`config.mk`:
```
export PLATFORM = sky130hd
export DESIGN_NAME = bounding_box_calc_flat
export DESIGN_NICKNAME = d
export VERILOG_FILES = /design/src/rtl/bounding_box_calc_if.sv /design/src/rtl/bounding_box_calc.sv /design/src/flat_wrapper.sv
export SDC_FILE = /design/constraint.sdc
export NUM_CORES = 1
export LEC_CHECK = 0
export CORE_MARGIN = 2
export CORE_UTILIZATION = 55
export CTS_CLUSTER_DIAMETER = 50
export DETAILED_ROUTE_END_ITERATION = 6
export GPL_TIMING_DRIVEN = 0
export PLACE_DENSITY = 0.85
export SYNTH_ARGS = -nofsm -noshare
export SYNTH_HDL_FRONTEND = slang
export SYNTH_SLANG_ARGS = --single-unit
```
`constraint.sdc`:
```
create_clock -name clk -period 2.5 [get_ports clk]
set_input_delay 0.375 -clock clk [delete_from_list [all_inputs] [get_ports clk]]
set_output_delay 0.375 -clock clk [all_outputs]
set_load 0.01 [all_outputs]
```
`src/rtl/bounding_box_calc_if.sv`:
```
// Video in/out and latched bounding-box bundle for bounding_box_calc.
interface bounding_box_calc_if;
   logic        de_in;
   logic        hsync_in;
   logic        vsync_in;
   logic [23:0] pixel_in;
   logic        de_out;
   logic        hsync_out;
   logic        vsync_out;
   logic [23:0] pixel_out;
   logic [10:0] left_top_x;
   logic [10:0] left_top_y;
   logic [10:0] right_bottom_x;
   logic [10:0] right_bottom_y;
   logic        box_valid;
   logic        frame_done;

   modport slave (
      input  de_in, hsync_in, vsync_in, pixel_in,
      output de_out, hsync_out, vsync_out, pixel_out,
      output left_top_x, left_top_y, right_bottom_x, right_bottom_y,
      output box_valid, frame_done
   );

   modport master (
      output de_in, hsync_in, vsync_in, pixel_in,
      input  de_out, hsync_out, vsync_out, pixel_out,
      input  left_top_x, left_top_y, right_bottom_x, right_bottom_y,
      input  box_valid, frame_done
   );
endinterface

```
`src/rtl/bounding_box_calc.sv`:
```
// Per-frame foreground bounding box of a binarized stream; box latched on the
// vsync rise that closes each frame, video passed through with one cycle delay.
module bounding_box_calc #(
   parameter int IMG_H      = 720,
   parameter int IMG_W      = 1280,
   parameter int MIN_PIXELS = 16
) (
   input  logic                clk,
   input  logic                rst_n,
   bounding_box_calc_if.slave  vif
);

   typedef enum logic [1:0] {SYNC, VBLANK, ACTIVE} state_t;

   localparam logic [10:0] X_LAST  = 11'(IMG_W - 1);
   localparam logic [10:0] Y_LAST  = 11'(IMG_H - 1);
   localparam logic [19:0] CNT_MAX = '1;
   localparam logic [19:0] MIN_CNT = 20'(MIN_PIXELS);

   state_t      state, state_nxt;
   logic        vsync_d;
   logic [10:0] x_pos, y_pos;
   logic [10:0] min_x, min_y, max_x, max_y;
   logic [19:0] cnt;
   logic        rise, fg, latch, acc_clr;

   assign rise    = vif.vsync_in & ~vsync_d;
   // vsync has priority over a coincident data-enable pixel
   assign fg      = vif.de_in & ~vif.vsync_in & (vif.pixel_in != '0);
   assign acc_clr = (state != ACTIVE) | latch;

   always_ff @(posedge clk) begin
      if (!rst_n) state <= SYNC;
      else        state <= state_nxt;
   end

   always_comb begin
      state_nxt = state;
      latch     = 1'b0;
      case (state)
         SYNC:    if (vif.vsync_in) state_nxt = VBLANK;
         VBLANK:  if (!vif.vsync_in) state_nxt = ACTIVE;
         ACTIVE:  if (rise) begin
                     latch     = 1'b1;
                     state_nxt = VBLANK;
                  end
         default: state_nxt = SYNC;
      endcase
   end

   always_ff @(posedge clk) begin
      if (!rst_n) begin
         vif.de_out    <= 1'b0;
         vif.hsync_out <= 1'b0;
         vif.vsync_out <= 1'b0;
         vif.pixel_out <= '0;
         vsync_d       <= 1'b0;
      end else begin
         vif.de_out    <= vif.de_in;
         vif.hsync_out <= vif.hsync_in;
         vif.vsync_out <= vif.vsync_in;
         vif.pixel_out <= vif.pixel_in;
         vsync_d       <= vif.vsync_in;
      end
   end

   always_ff @(posedge clk) begin
      if (!rst_n || vif.vsync_in) begin
         x_pos <= '0;
         y_pos <= '0;
      end else if (vif.de_in) begin
         if (x_pos == X_LAST) begin
            x_pos <= '0;
            y_pos <= (y_pos == Y_LAST) ? '0 : y_pos + 11'd1;
         end else begin
            x_pos <= x_pos + 11'd1;
         end
      end
   end

   always_ff @(posedge clk) begin
      if (!rst_n || acc_clr) begin
         min_x <= 11'h7FF;
         min_y <= 11'h7FF;
         max_x <= '0;
         max_y <= '0;
         cnt   <= '0;
      end else if (fg) begin
         if (x_pos < min_x) min_x <= x_pos;
         if (y_pos < min_y) min_y <= y_pos;
         if (x_pos > max_x) max_x <= x_pos;
         if (y_pos > max_y) max_y <= y_pos;
         if (cnt != CNT_MAX) cnt <= cnt + 20'd1;
      end
   end

   // Coordinates only move on a qualifying frame so they stay stable otherwise
   always_ff @(posedge clk) begin
      if (!rst_n) begin
         vif.left_top_x     <= '0;
         vif.left_top_y     <= '0;
         vif.right_bottom_x <= '0;
         vif.right_bottom_y <= '0;
         vif.box_valid      <= 1'b0;
         vif.frame_done     <= 1'b0;
      end else begin
         vif.frame_done <= latch;
         if (latch) begin
            if (cnt >= MIN_CNT) begin
               vif.left_top_x     <= min_x;
               vif.left_top_y     <= min_y;
               vif.right_bottom_x <= max_x;
               vif.right_bottom_y <= max_y;
               vif.box_valid      <= 1'b1;
            end else begin
               vif.box_valid      <= 1'b0;
            end
         end
      end
   end

endmodule

```
`src/flat_wrapper.sv`:
```
// flat-port wrapper written by rule: the top's interface ports become plain ports
module bounding_box_calc_flat 
#(
   parameter int IMG_H      = 720,
   parameter int IMG_W      = 1280,
   parameter int MIN_PIXELS = 16
)
  (clk, rst_n, vif_de_in, vif_hsync_in, vif_vsync_in, vif_pixel_in, vif_de_out, vif_hsync_out, vif_vsync_out, vif_pixel_out, vif_left_top_x, vif_left_top_y, vif_right_bottom_x, vif_right_bottom_y, vif_box_valid, vif_frame_done);
  bounding_box_calc_if vif_i ();
  input  logic clk;
  input  logic rst_n;
  input wire logic [$bits(vif_i.de_in)-1:0] vif_de_in;
  input wire logic [$bits(vif_i.hsync_in)-1:0] vif_hsync_in;
  input wire logic [$bits(vif_i.vsync_in)-1:0] vif_vsync_in;
  input wire logic [$bits(vif_i.pixel_in)-1:0] vif_pixel_in;
  output wire logic [$bits(vif_i.de_out)-1:0] vif_de_out;
  output wire logic [$bits(vif_i.hsync_out)-1:0] vif_hsync_out;
  output wire logic [$bits(vif_i.vsync_out)-1:0] vif_vsync_out;
  output wire logic [$bits(vif_i.pixel_out)-1:0] vif_pixel_out;
  output wire logic [$bits(vif_i.left_top_x)-1:0] vif_left_top_x;
  output wire logic [$bits(vif_i.left_top_y)-1:0] vif_left_top_y;
  output wire logic [$bits(vif_i.right_bottom_x)-1:0] vif_right_bottom_x;
  output wire logic [$bits(vif_i.right_bottom_y)-1:0] vif_right_bottom_y;
  output wire logic [$bits(vif_i.box_valid)-1:0] vif_box_valid;
  output wire logic [$bits(vif_i.frame_done)-1:0] vif_frame_done;
  assign vif_i.de_in = vif_de_in;
  assign vif_i.hsync_in = vif_hsync_in;
  assign vif_i.vsync_in = vif_vsync_in;
  assign vif_i.pixel_in = vif_pixel_in;
  assign vif_de_out = vif_i.de_out;
  assign vif_hsync_out = vif_i.hsync_out;
  assign vif_vsync_out = vif_i.vsync_out;
  assign vif_pixel_out = vif_i.pixel_out;
  assign vif_left_top_x = vif_i.left_top_x;
  assign vif_left_top_y = vif_i.left_top_y;
  assign vif_right_bottom_x = vif_i.right_bottom_x;
  assign vif_right_bottom_y = vif_i.right_bottom_y;
  assign vif_box_valid = vif_i.box_valid;
  assign vif_frame_done = vif_i.frame_done;
  bounding_box_calc #(.IMG_H(IMG_H), .IMG_W(IMG_W), .MIN_PIXELS(MIN_PIXELS)) u_core (.clk(clk), .rst_n(rst_n), .vif(vif_i));
endmodule
```
==> reports/metrics.yaml <==
gp_congestion: 0.882
grt_pass1_wl_microns: 30200
crit_required_ps: 2780
ios: 102
rows: 42
overflow: 0
cp.arrival_ps: 2640
synthSimpleGateAreaFrac: 0.221
max_freq_ghz: 0.424
grt_pass1_vias: 6158
endpoint_kind: "flip-flop"
synthMuxAreaShare: 0.0930
status: "finished clean"
ys_ff_latch: 161
rsz0062_at_grt: "no"
reg2reg_from: "u_core.state[1]"
antenna_found_initial: 0
vias: 6530
finalSetupViolCount: 0
numCtsBuffers: 17
power_leakage_uw: 0.00390
grt_use_total: 0.260
pwr_density_cell_nw_per_um2: 606
initial_utilization: 0.562
layout-drive-gt1-share: 0.0595
via_per_inst: 5.76
cts-htree-levels: 4
area_delta_synth_final_pct: 25.2
synth_flop_cell: "dfxtp_1"
critical_path_class: "reg -> reg"
synth_nets: 901
syn-cell-area_sq_um: 7440
synth_top_family_by_area: "simple AND/OR/NAND/NOR gates"
min_period_ps: 2360
n_antenna_cell: 0
die-area_sq_um: 14500
ff2ff_setup_slack_ps: 140
hold_depth: 2
maxCapViolCount: 0
finalNetCount: 1020
place.detailed.hpwl_microns: 13000
setup-tns-final_ps: 0
finalHoldViolations: 0
drt_pass1_iterations: 5
rr_worst_depth: 6
dr.first_iter.drc_count: 706
clkSinkCount: 161
clockRootBuffer: "clkbuf_16"
synth-xor-area-share: 0.0188
cts_setup_buffers: 0
fin_worst_skew_ps: 7.10
synth_cell_types: 50
hold_path.class: "in -> reg"
finalCritPeriodShare: 0.943
slew_viol_final: 0
worstHoldEndpoint: "u_core.vif.de_out"
peakVddDrop_mv: 0.425
worst_setup_path_start_kind: "flip-flop"
final_cell_mix: "161 x dfxtp_1, 100 x clkdlybuf4s50_1, 71 x nor2_1, 70 x nand2_1, 68 x mux2i_1"
hp-start: "vif_de_in"
synth-async-reset-ratio: 0
critical_path.max_fanout: 10
drt_wl_total_microns: 18400
synth_edf_count: 0
clk_pin_slew_ps: 60
max_slew_margin: 0.607
worst_pin_slew_ps: 589
syn_area_per_cell_sq_um: 9.01
antenna_left: 0
synth_compound_area_frac: 0.104
fin_total_pwr_uw: 5650
drcViolationCount: 0
synthCells: 826
mostFrequentLayoutCell: "dfxtp_1"
die_x_microns: 120
r2r_end: "u_core.min_y[4]"
cts_tree: "yes"
ys_seq_area_frac: 0.433
core_region_area_sq_um: 13200
yosysWarnings: 0
port-buffer-count: 100
clk_latency_ps: 430
routedWlPerCell_microns: 16.2
synth_adder_area_share: 0.0773
dieHeight_microns: 120
clockBufferDepth: 2
grt_max_degree: 17
-- registers in the layout, indices dropped and copies added, names as in the netlist, 11 cells and up --
name / cells
u_core.vif.pixel_out: 24
u_core.vif.right_bottom_y: 11
u_core.x_pos: 11
u_core.vif.left_top_x: 11
u_core.max_y: 11
u_core.min_y: 11
u_core.cnt: 20
u_core.min_x: 11
u_core.vif.left_top_y: 11
u_core.vif.right_bottom_x: 11
u_core.y_pos: 11
u_core.max_x: 11
-- metrics by stage --
stage / cell area [sq um] / hold WS [ps] / util / instances / worst slack (ps)
2_1_floorplan: 7440 / 447 / - / 826 / 565
3_3_place_gp: 8660 / 457 / 0.654 / 1102 / -360
3_5_place_dp: 8660 / 469 / 0.654 / 1102 / -435
4_1_cts: 9300 / 304 / 0.703 / 1134 / 86.4
5_1_grt: 9310 / 332 / 0.703 / 1134 / 23.7
6_report: 9310 / 327 / 0.703 / 1134 / 142
-- area by class of cell --
class	instances	area (sq um)
Buffer	49	218
Multi-Input combinational cell	571	3840
Clock buffer	24	492
Clock inverter	8	149
Inverter	45	169
Sequential cell	161	3220
Timing Repair Buffer	100	1000
Tap cell	176	220
Fill cell	1000	3930
-- cells by family after synthesis --
group,after synthesis
multiplexers,69
flip-flops,161
buffers and inverters,94
AO/OA/AOI/OAI,129
adder cells (fa/ha/maj),46
AND/OR/NAND/NOR,311
XOR/XNOR,16
-- layer usage --
metal | share of wire | up-vias | track usage
li1 | - | 3186 | -
met5 | 0 | - | 0
met3 | 0.074 | 28 | 0.0632
met1 | 0.43 | 3055 | 0.329
met2 | 0.48 | 261 | 0.441
met4 | 0.016 | 0 | 0.0763
-- timing repair --
action / in CTS / in global routing
resized for setup: 1 / 2
cloned: 0 / 0
hold buffers: 0 / 0
setup endpoints to repair: 1 / 24
pin swaps: 0 / 0
-- critical path, stage by stage (launching register included) --
cell      delay [ps]
dfxtp_1          330
nor2b_1          220
and3_1           180
clkbuf_1         450
clkbuf_1         490
clkbuf_1         340
o21ai_0          180
-- Yosys cell counts (27+ instances only) --
cell type | number | share of area
a21oi_1 | 31 | 0.021
a31oi_1 | 27 | 0.023
and2_1 | 32 | 0.027
clkbuf_1 | 29 | 0.015
dfxtp_1 | 161 | 0.43
ha_1 | 46 | 0.077
inv_1 | 44 | 0.022
mux2i_1 | 68 | 0.091
nand2_1 | 70 | 0.035
nor2_1 | 71 | 0.036
nor4_1 | 34 | 0.029
o21ai_0 | 37 | 0.025
-- worst max-delay path by stage --
stage	start	endpoint	slack, ps
finish	u_core.state[1]	u_core.min_y[4]	140
global placement	vif_pixel_in[19]	u_core.min_y[3]	-360
global route	u_core.x_pos[3]	u_core.y_pos[5]	20
CTS	u_core.x_pos[3]	u_core.y_pos[7]	90
detailed placement	vif_pixel_in[19]	u_core.min_y[4]	-440
floorplan	u_core.x_pos[9]	u_core.max_x[0]	560
-- report_power, final --
part | leakage, uW | internal (uW) | total [uW] | switching (uW)
Combinational | 0.00229 | 116 | 233 | 117
Sequential | 0.00131 | 2590 | 2600 | 10.9
Clock | 0.000307 | 1780 | 2810 | 1030
(Power assumes the default switching activity.)
